$ cat src/rtl/store_buffer_pkg.sv
// Shared types and helpers for the store buffer. Entry widths follow the package
// constants, so top-level width parameters are expected to keep their defaults.
package store_buffer_pkg;
  localparam int STB_ADDR_W = 32;
  localparam int STB_DATA_W = 32;
  localparam int STB_SEL_W  = STB_DATA_W / 8;
  localparam int STB_DEPTH  = 8;
  localparam int PTR_W      = $clog2(STB_DEPTH);
  localparam int WOFF_W     = $clog2(STB_SEL_W);

  typedef struct packed {
    logic [STB_ADDR_W-1:0] addr;
    logic [STB_DATA_W-1:0] data;
    logic [STB_SEL_W-1:0]  sel;
  } stb_entry_t;

  function automatic logic word_match(input logic [STB_ADDR_W-1:0] a,
                                      input logic [STB_ADDR_W-1:0] b);
    return a[STB_ADDR_W-1:WOFF_W] == b[STB_ADDR_W-1:WOFF_W];
  endfunction
endpackage

$ cat src/rtl/stb_fwd_merge.sv
// Combinational store-to-load forwarding: per byte, the youngest valid entry
// matching the load word with that byte enabled supplies the data.
module stb_fwd_merge
  import store_buffer_pkg::*;
#(
  parameter int DEPTH = STB_DEPTH
) (
  input  stb_entry_t [DEPTH-1:0]          entries,
  input  logic [PTR_W-1:0]                head,
  input  logic [PTR_W:0]                  count,
  input  logic [STB_ADDR_W-1:0]           ld_addr,
  output logic [STB_SEL_W-1:0]            fwd_mask,
  output logic [STB_SEL_W-1:0][7:0]       fwd_data
);
  stb_entry_t [DEPTH-1:0] age;
  logic [DEPTH-1:0]       hit;

  // age[0] is the oldest entry, so later hits override earlier ones
  always_comb begin
    age = '0;
    hit = '0;
    for (int i = 0; i < DEPTH; i++) begin
      age[i] = entries[head + PTR_W'(i)];
      hit[i] = ((PTR_W+1)'(i) < count) && word_match(age[i].addr, ld_addr);
    end
  end

  always_comb begin
    fwd_mask = '0;
    fwd_data = '0;
    for (int b = 0; b < STB_SEL_W; b++) begin
      for (int i = 0; i < DEPTH; i++) begin
        if (hit[i] && age[i].sel[b]) begin
          fwd_mask[b] = 1'b1;
          fwd_data[b] = age[i].data[8*b +: 8];
        end
      end
    end
  end
endmodule

$ cat src/rtl/store_buffer_fwd.sv
// In-order store buffer with dcache drain, fence and byte-merged load forwarding.
// Define STB_COALESCE_EN to merge same-word stores into the youngest non-head entry.
module store_buffer_fwd
  import store_buffer_pkg::*;
#(
  parameter int ADDR_WIDTH     = STB_ADDR_W,
  parameter int DATA_WIDTH     = STB_DATA_W,
  parameter int BYTE_SEL_WIDTH = DATA_WIDTH / 8,
  parameter int DEPTH          = STB_DEPTH
) (
  input  logic                      clk,
  input  logic                      rst,
  input  logic [ADDR_WIDTH-1:0]     lsummu2stb_addr,
  input  logic [DATA_WIDTH-1:0]     lsummu2stb_wdata,
  input  logic [BYTE_SEL_WIDTH-1:0] lsummu2stb_sel_byte,
  input  logic                      lsummu2stb_w_en,
  input  logic                      lsummu2stb_req,
  input  logic                      dmem_sel_i,
  input  logic                      lsummu2stb_fence,
  input  logic [ADDR_WIDTH-1:0]     lsummu2stb_ld_addr,
  output logic                      stb2lsummu_ack,
  output logic                      stb2lsummu_stall,
  output logic [BYTE_SEL_WIDTH-1:0] stb2lsummu_fwd_mask,
  output logic [DATA_WIDTH-1:0]     stb2lsummu_fwd_data,
  output logic [ADDR_WIDTH-1:0]     stb2dcache_addr,
  output logic [DATA_WIDTH-1:0]     stb2dcache_wdata,
  output logic [BYTE_SEL_WIDTH-1:0] stb2dcache_sel_byte,
  output logic                      stb2dcache_w_en,
  output logic                      stb2dcache_req,
  output logic                      stb2dcache_empty,
  output logic                      dmem_sel_o,
  output logic [$clog2(DEPTH):0]    stb_count,
  input  logic                      dcache2stb_ack
);
  stb_entry_t [DEPTH-1:0] entries;
  logic [PTR_W-1:0]       head, tail;
  logic [PTR_W:0]         count;
  logic                   full, empty, cand, push, pop, alloc;
  stb_entry_t             head_e, new_e;
  logic [BYTE_SEL_WIDTH-1:0][7:0] fwd_bytes;

  assign full  = count == (PTR_W+1)'(DEPTH);
  assign empty = count == '0;
  assign cand  = lsummu2stb_req & lsummu2stb_w_en & dmem_sel_i;
  assign new_e = '{addr: lsummu2stb_addr, data: lsummu2stb_wdata, sel: lsummu2stb_sel_byte};

`ifdef STB_COALESCE_EN
  logic [PTR_W-1:0] young;
  logic             merge_hit, merge;
  stb_entry_t       merged_e;

  assign young     = tail - PTR_W'(1);
  assign merge_hit = (count >= (PTR_W+1)'(2)) && word_match(entries[young].addr, lsummu2stb_addr);
  assign stb2lsummu_stall = lsummu2stb_fence | (full & ~merge_hit);
  assign merge = push & merge_hit;
  assign alloc = push & ~merge_hit;

  always_comb begin
    merged_e      = entries[young];
    merged_e.sel  = entries[young].sel | lsummu2stb_sel_byte;
    for (int b = 0; b < BYTE_SEL_WIDTH; b++)
      if (lsummu2stb_sel_byte[b]) merged_e.data[8*b +: 8] = lsummu2stb_wdata[8*b +: 8];
  end
`else
  assign stb2lsummu_stall = lsummu2stb_fence | full;
  assign alloc = push;
`endif

  // a store presented during reset is not acknowledged
  assign push = cand & ~stb2lsummu_stall & ~rst;
  assign pop  = ~empty & dcache2stb_ack;
  assign stb2lsummu_ack = push;

  always_ff @(posedge clk) begin
    if (rst) begin
      head    <= '0;
      tail    <= '0;
      count   <= '0;
      entries <= '0;
    end else begin
      if (pop) head <= head + PTR_W'(1);
      if (alloc) begin
        entries[tail] <= new_e;
        tail          <= tail + PTR_W'(1);
      end
`ifdef STB_COALESCE_EN
      if (merge) entries[young] <= merged_e;
`endif
      case ({alloc, pop})
        2'b10:   count <= count + (PTR_W+1)'(1);
        2'b01:   count <= count - (PTR_W+1)'(1);
        default: count <= count;
      endcase
    end
  end

  assign head_e              = entries[head];
  assign stb2dcache_addr     = empty ? '0 : head_e.addr;
  assign stb2dcache_wdata    = empty ? '0 : head_e.data;
  assign stb2dcache_sel_byte = empty ? '0 : head_e.sel;
  assign stb2dcache_req      = ~empty;
  assign stb2dcache_w_en     = ~empty;
  assign dmem_sel_o          = ~empty;
  assign stb2dcache_empty    = empty;
  assign stb_count           = count;

  stb_fwd_merge #(.DEPTH(DEPTH)) u_fwd (
    .entries  (entries),
    .head     (head),
    .count    (count),
    .ld_addr  (lsummu2stb_ld_addr),
    .fwd_mask (stb2lsummu_fwd_mask),
    .fwd_data (fwd_bytes)
  );
  assign stb2lsummu_fwd_data = fwd_bytes;
endmodule

$ cat config.mk
export PLATFORM = sky130hd
export DESIGN_NAME = store_buffer_fwd
export DESIGN_NICKNAME = d
export VERILOG_FILES = /design/src/rtl/store_buffer_pkg.sv /design/src/rtl/stb_fwd_merge.sv /design/src/rtl/store_buffer_fwd.sv
export SDC_FILE = /design/constraint.sdc
export NUM_CORES = 2
export LEC_CHECK = 0
export BUFFER_PORTS_ARGS = -buffer_cell sky130_fd_sc_hd__buf_4
export CAP_MARGIN = 20
export CORE_UTILIZATION = 40
export CTS_CLUSTER_SIZE = 8
export DETAILED_ROUTE_END_ITERATION = 8
export GPL_TIMING_DRIVEN = 0
export HOLD_SLACK_MARGIN = 0.08
export PLACE_DENSITY_LB_ADDON = 0.15
export SLEW_MARGIN = 20
export SYNTH_ARGS = -nofsm -noshare
export SYNTH_HDL_FRONTEND = slang
export SYNTH_SLANG_ARGS = --single-unit
$ cat constraint.sdc
create_clock -name clk -period 10.7 [get_ports clk]
set_input_delay 1.07 -clock clk [delete_from_list [all_inputs] [get_ports clk]]
set_output_delay 1.07 -clock clk [all_outputs]
set_load 0.02 [all_outputs]
* Word-level counts from Yosys, hierarchy flattened
Cells that the tools add are included.
** Operators by class
- Add/sub/neg operators :: 10
- $lt $le $gt $ge :: 18
- Equal/unequal tests :: 11
- Mux-type cells :: 87
- Bitwise operators :: 9
- Reductions and logical operators :: 43
** Operators with widths (number)
- binary-select mux 68 bit (select 3 bit) :: 8
- two-way mux 68 bit :: 9
- bitwise mux 544 bit :: 1
- two-way mux 8 bit :: 32
- == test 30 bit :: 8
- demux 68 bit (select 3 bit) :: 1
- two-way mux 32 bit :: 2
- logical AND 1 bit :: 41
- less-than comparator 3 x 4 -> 1 bit (second input constant) :: 9
- two-way mux 1 bit :: 32
- less-than comparator 3 x 4 -> 1 bit (first input constant) :: 4
- adder 3 bit (second input constant) :: 4
- less-than comparator 1 x 4 -> 1 bit (first input constant) :: 2
- less-than comparator 2 x 4 -> 1 bit (first input constant) :: 2
- one-hot mux 4 bit (2 select lines) :: 1
- adder 3 x 1 -> 3 bit (second input constant) :: 2
- adder 3 x 2 -> 3 bit (second input constant) :: 2
- bitwise AND 1 bit :: 5
- adder 4 x 1 -> 4 bit (second input constant) :: 1
- == test 4 bit (second input constant) :: 1
- zero test 4 bit :: 1
- two-way mux 4 bit :: 1
- subtractor 4 x 1 -> 4 bit (second input constant) :: 1
- greater-or-equal comparator 3 x 1 -> 1 bit (second input constant) :: 1
- other kinds (5) :: 7
** Word-level totals
- Flip-flop bits (word level) :: 554
- Bits of input ports :: 107
- Output and inout port bits :: 114
- Logic and storage cells :: 205

* Logic depth before layout (Yosys ltp)
- Depth after elaboration :: 13
- Gate-level depth with buffers :: 24
- Gate-level depth less buffers :: 11

* Cells and area by module
From an unflattened synthesis, not the netlist that was laid out.
** Unflattened totals
- Cell total of the unflattened synthesis :: 5728
- Area total of the unflattened synthesis :: 52973.3 um^2
** By module, submodules not included
- stb_fwd_merge :: instances 1, cells each 2890, area each 28994.1 um^2, sequential area each 0.0 um^2
- store_buffer_fwd :: instances 1, cells each 2838, area each 23979.2 um^2, sequential area each 11090.6 um^2

* Worst setup path before layout
Ideal clock, no wire load.
- Path type :: reg2out
- Start :: register head[0]
- End :: output stb2lsummu_fwd_data[0]
- Arrival time :: 4783 ps
- Required time :: 9630 ps
- Slack :: 4847 ps
- Stages on the path, launching flop included :: 22
- Path buffers :: 13
- Cell sequence :: dfxtp_1 -> buf_6 -> buf_6 -> buf_8 -> buf_6 -> inv_1 -> buf_2 -> buf_2 -> ha_1 -> buf_2 -> buf_2 -> buf_2 -> buf_2 -> buf_2 -> clkbuf_1 -> mux4_2 -> mux2i_1 -> nor4_1 -> a222oi_1 -> buf_1 -> o221ai_1 -> o221ai_1
** On the way
- Longest elaborated chain between the ends :: 13
- Elaborated cells between the ends (all ways) :: 55
- Those cells by class :: add/sub: 7; eq/ne: 8; mux: 24; reduce/logical: 16
** Ends and longest elaborated chain
- start, declared :: line store_buffer_fwd.sv:36 : logic [PTR_W-1:0] head, tail;
- start signal, assigned :: line store_buffer_fwd.sv:81 : if (pop) head <= head + PTR_W'(1);
- adder 3 x 1 -> 3 bit or binary-select mux 68 bit (select 3 bit) (tied branches) :: line stb_fwd_merge.sv:23 : age[i] = entries[head + PTR_W'(i)];
- binary-select mux 68 bit (select 3 bit) or two-way mux 68 bit (tied branches) :: line stb_fwd_merge.sv:23
- two-way mux 68 bit (implied by the code) or == test 30 bit (tied branches) :: line stb_fwd_merge.sv:23, store_buffer_pkg.sv:19
- == test 30 bit or logical AND 1 bit (tied branches) :: line store_buffer_pkg.sv:19, stb_fwd_merge.sv:24
- logical AND 1 bit, on equally long branches :: line stb_fwd_merge.sv:24, stb_fwd_merge.sv:33
- logical AND 1 bit or two-way mux 8 bit (tied branches) :: line stb_fwd_merge.sv:33 : if (hit[i] && age[i].sel[b]) begin
- two-way mux 8 bit (6 in a row) :: line stb_fwd_merge.sv:33
- two-way mux 8 bit * :: line stb_fwd_merge.sv:33
- end, declared :: line store_buffer_fwd.sv:24 : output logic [DATA_WIDTH-1:0] stb2lsummu_fwd_data,
Mark *: on every way between the ends. The rest lies on a longest branch, timed or not. The select of a mux whose other input is x is not followed.

* Final worst setup path
- Start :: register head[0]
- End :: output stb2lsummu_fwd_data[15]
Same word-level chain as after synthesis.

==> summary.md <==
| Metric | Value |
|---|---|
| RSZ-0062 raised after global routing | true |
| Setup crit end kind | output pin |
| Initial DRC count | 9504 |
| CP most frequent cell | buf_2 |
| Final Cycle Share | 104% |
| Synth area leaders | mux4_2, dfxtp_1, nand2_1, a21oi_1, mux2i_1 |
| Critical path's slowest cell | nor3_2 |
| DRC violations left | 0 |
| Root Buffer | clkbuf_16 |
| Max-cap violations | 0 |
| Reg2Reg Depth | 18 |
| Worst relative slew slack | 10.3% |
| Final nets | 5546 |
| Synthesis Warnings | 0 |
| Placed cells | 6849 |
| Most frequent cells in the layout | nand2_1, a21oi_1, dfxtp_1 |
| Syn Nets | 5327 |
| Post-synthesis sequential area ratio | 24.3% |
| Syn Inst Count | 5213 |
| Drt wl/cell | 43.5 um |
| Post-DP HPWL | 229000 um |
| Area of the multi-input gates | 31800 um^2 |
| First-pass GRT wire length | 400000 um |
| Sink Count | 554 |
| Post-Syn Area per Cell | 8.75 um^2 |
| Fmax | 90.1 MHz |
| Congestion Overflow GR | 0 |
| Vias | 50900 |
| Worst slew pin tran | 1350 ps |
| Hold crit path type | flop to flop |
| Capturing point of the worst reg2reg path | head[1] |
| Skew-Pair Late Insertion Delay | 700 ps |
| Leak | 16.6 nW |
| Filler Cell Count | 11100 |
| First-pass DRT Iterations | 9 |
| Routed WL | 304000 um |
| Status | complete, but fails checks |
| Post-route insts no fill | 6977 |
| Endpoints failing hold | 0 |
| Post-route setup TNS | -6600 ps |
| Die Area | 115000 um^2 |
| Tot GR Track Use | 50.9% |
| CP required | 9630 ps |
| Ports | 221 |
| Final Core Density | 45.4% |
| Max stage delay on crit path | 880 ps |
| Worst-path maximum fanout | 10 |
| Routability-driven placement congestion ratio | 1.12 |
| H-tree levels | 3 |
| Worst Slack Setup Final | -400 ps |
| Vias in the first global route | 45500 |
| Syn-to-layout area delta | 12.4% |
| Number of flops mapped to enable cells by yosys | 0 |
| Most common cell after layout, fill and taps aside | nand2_1 |
| TritonCTS buffer count | 81 |
| Vias per std cell | 7.30 |
| Starting density of the core | 40.4% |
| Final setup viols | 33 |
| Critical Path Start Type | flop |
| Initial antenna violation count | 28 |
| Mapped cell area | 45600 um^2 |
| Largest area contributor in the netlist | mux4_2 |
| CTS tree | yes |
| Crit. Startpoint | head[0] |
| Post-synthesis async set-or-reset flop share | 0% |
| Pwr Density | 163 nW/um^2 |
| Synth Flop Type | dfxtp_1 |
| Failing checks | setup timing |
| Largest net degree at the start of global routing | 14 |
| Worst Path Arrival | 10030 ps |
| Min Tclk post-route | 11100 ps |
| Storage cell area | 11100 um^2 |
| Synth top area share | 26.7% |
| CTS clk-pin slew, worst paths | 50 ps |
| IO Port Bufs | 125 |
| Kind of critical path | flop to output pin |
| Core ar. | 113000 um^2 |
| VDD IR max | 0.184 mV |
| Clock skew | 37.5 ps |
| Yosys reg bits | 554 |
| R2r setup slk | 3170 ps |
| Layout cell share with drive strength beyond 1 | 20.1% |
| Worst r2r src | head[0] |
| Netlist cell types | 94 |
| Die height | 340 um |
| Slew Limit Fails | 0 |
| CP endpoint | stb2lsummu_fwd_data[15] |
| Core Rows | 123 |
| Antenna-violating nets left | 0 |
| Clock buffer depth | 3 |
| CP Cell Sequence | buf_6, buf_6, buf_8, buf_6, inv_1, buf_2, clkbuf_4, ha_1, buf_2, buf_2, buf_2, buf_2, buf_4, mux2i_1, xnor2_2, a2111oi_2, buf_4, nand4_1, nor3_2, a221oi_1, o221ai_1, buf_4 |
| Die X-Extent | 340 um |
cells by family after synthesis:
logic type	synth area share, %
adders and majority gates	0.192
and+or+nand+nor	18.3
muxes	33.1
buffers and inverters	6.29
xor gates and xnor gates	4.28
DFF	24.3
AOI/OAI and AO/OA	13.6
where the power goes:
| part | switching [W] | internal, W |
|---|---|---|
| combinational | 0.00272 | 0.00101 |
| clock | 0.00110 | 0.00144 |
| sequential | 0.0000127 | 0.00207 |
state kept, by name, indices dropped and copies added (netlist names):
| name | count |
|---|---|
| entries | 544 |
| stb_count | 4 |
| head | 3 |
| tail | 3 |
cell usage after synthesis, types with 7 or more instances:
cell type  count
o22a_1        32
o22ai_1       19
nand3_1      109
o221ai_1      78
buf_2         95
ha_1           7
a21oi_2        8
mux2_2         8
o21ai_0       39
a31oi_1       10
and3_1        14
o311ai_0       7
nor3_1        19
clkbuf_1     287
nor2_1       222
mux4_2       541
nand4_1       29
o2111ai_1      7
buf_1         58
mux2i_1      277
nor4_1        59
xor2_1        19
a221oi_1      43
buf_4         81
o2bb2ai_1     34
inv_1         30
buf_6         20
nand2b_1      13
xnor2_1      202
nand2_1     1479
or3_1         10
and2_1         9
a21oi_1      640
dfxtp_1      554
a211oi_1       8
critical path, delay by kind of cell, from the launching register on:
kind,cells,cell delay (ps)
buf+inv,14,5260
simple gates,2,1370
compound gates,3,1200
fa+ha+maj,1,370
flops,1,350
mux,1,350
xor+xnor,1,310
worst min path at each step:
stage / endpoint / slack [ps] / cells past startpoint / from
finish: entries[241] / 450 / 2 / entries[241]
global route: entries[240] / 470 / 2 / entries[240]
CTS: entries[241] / 450 / 2 / entries[241]
detailed placement: entries[241] / 450 / 2 / entries[241]
global placement: entries[173] / 440 / 2 / entries[173]
floorplan: entries[105] / 430 / 2 / entries[105]
routing by layer:
| metal | share of wire, % | GRT usage (%) |
|---|---|---|
| met1 | 38 | 65.6 |
| met2 | 39 | 67.6 |
| met3 | 17 | 26.9 |
| met4 | 6.6 | 26.9 |
| met5 | 0.26 | 4.25 |
cell type report:
cell class	instances	share of cell area, %
multi-input cells	4067	62.1
flip-flops and latches	554	21.6
plain buffers	550	5.40
clock buffers	94	4.21
well taps	1500	3.66
repair buffers	138	2.15
clock inverters	7	0.369
inverters	40	0.295
diodes	27	0.132
metrics by stage:
step	total power, W	area, um^2	setup slack [ps]	hold WS (ps)
2_1_floorplan	0.00402	45600	4850	433
3_3_place_gp	0.00556	48400	-2340	439
3_5_place_dp	0.00558	48700	463	446
4_1_cts	0.00805	51100	1.63	453
5_1_grt	0.00831	51200	-16.2	473
6_report	0.00836	51200	-400	452
what timing repair did:
| item | CTS | global route |
|---|---|---|
| hold buffers | 0 | 0 |
| pin swaps | 0 | 1 |
| endpoints found under the setup margin | 16 | 36 |
| resized for setup | 4 | 11 |
| buffers inserted | 0 | 2 |
Power figures use the tool's default switching activity.
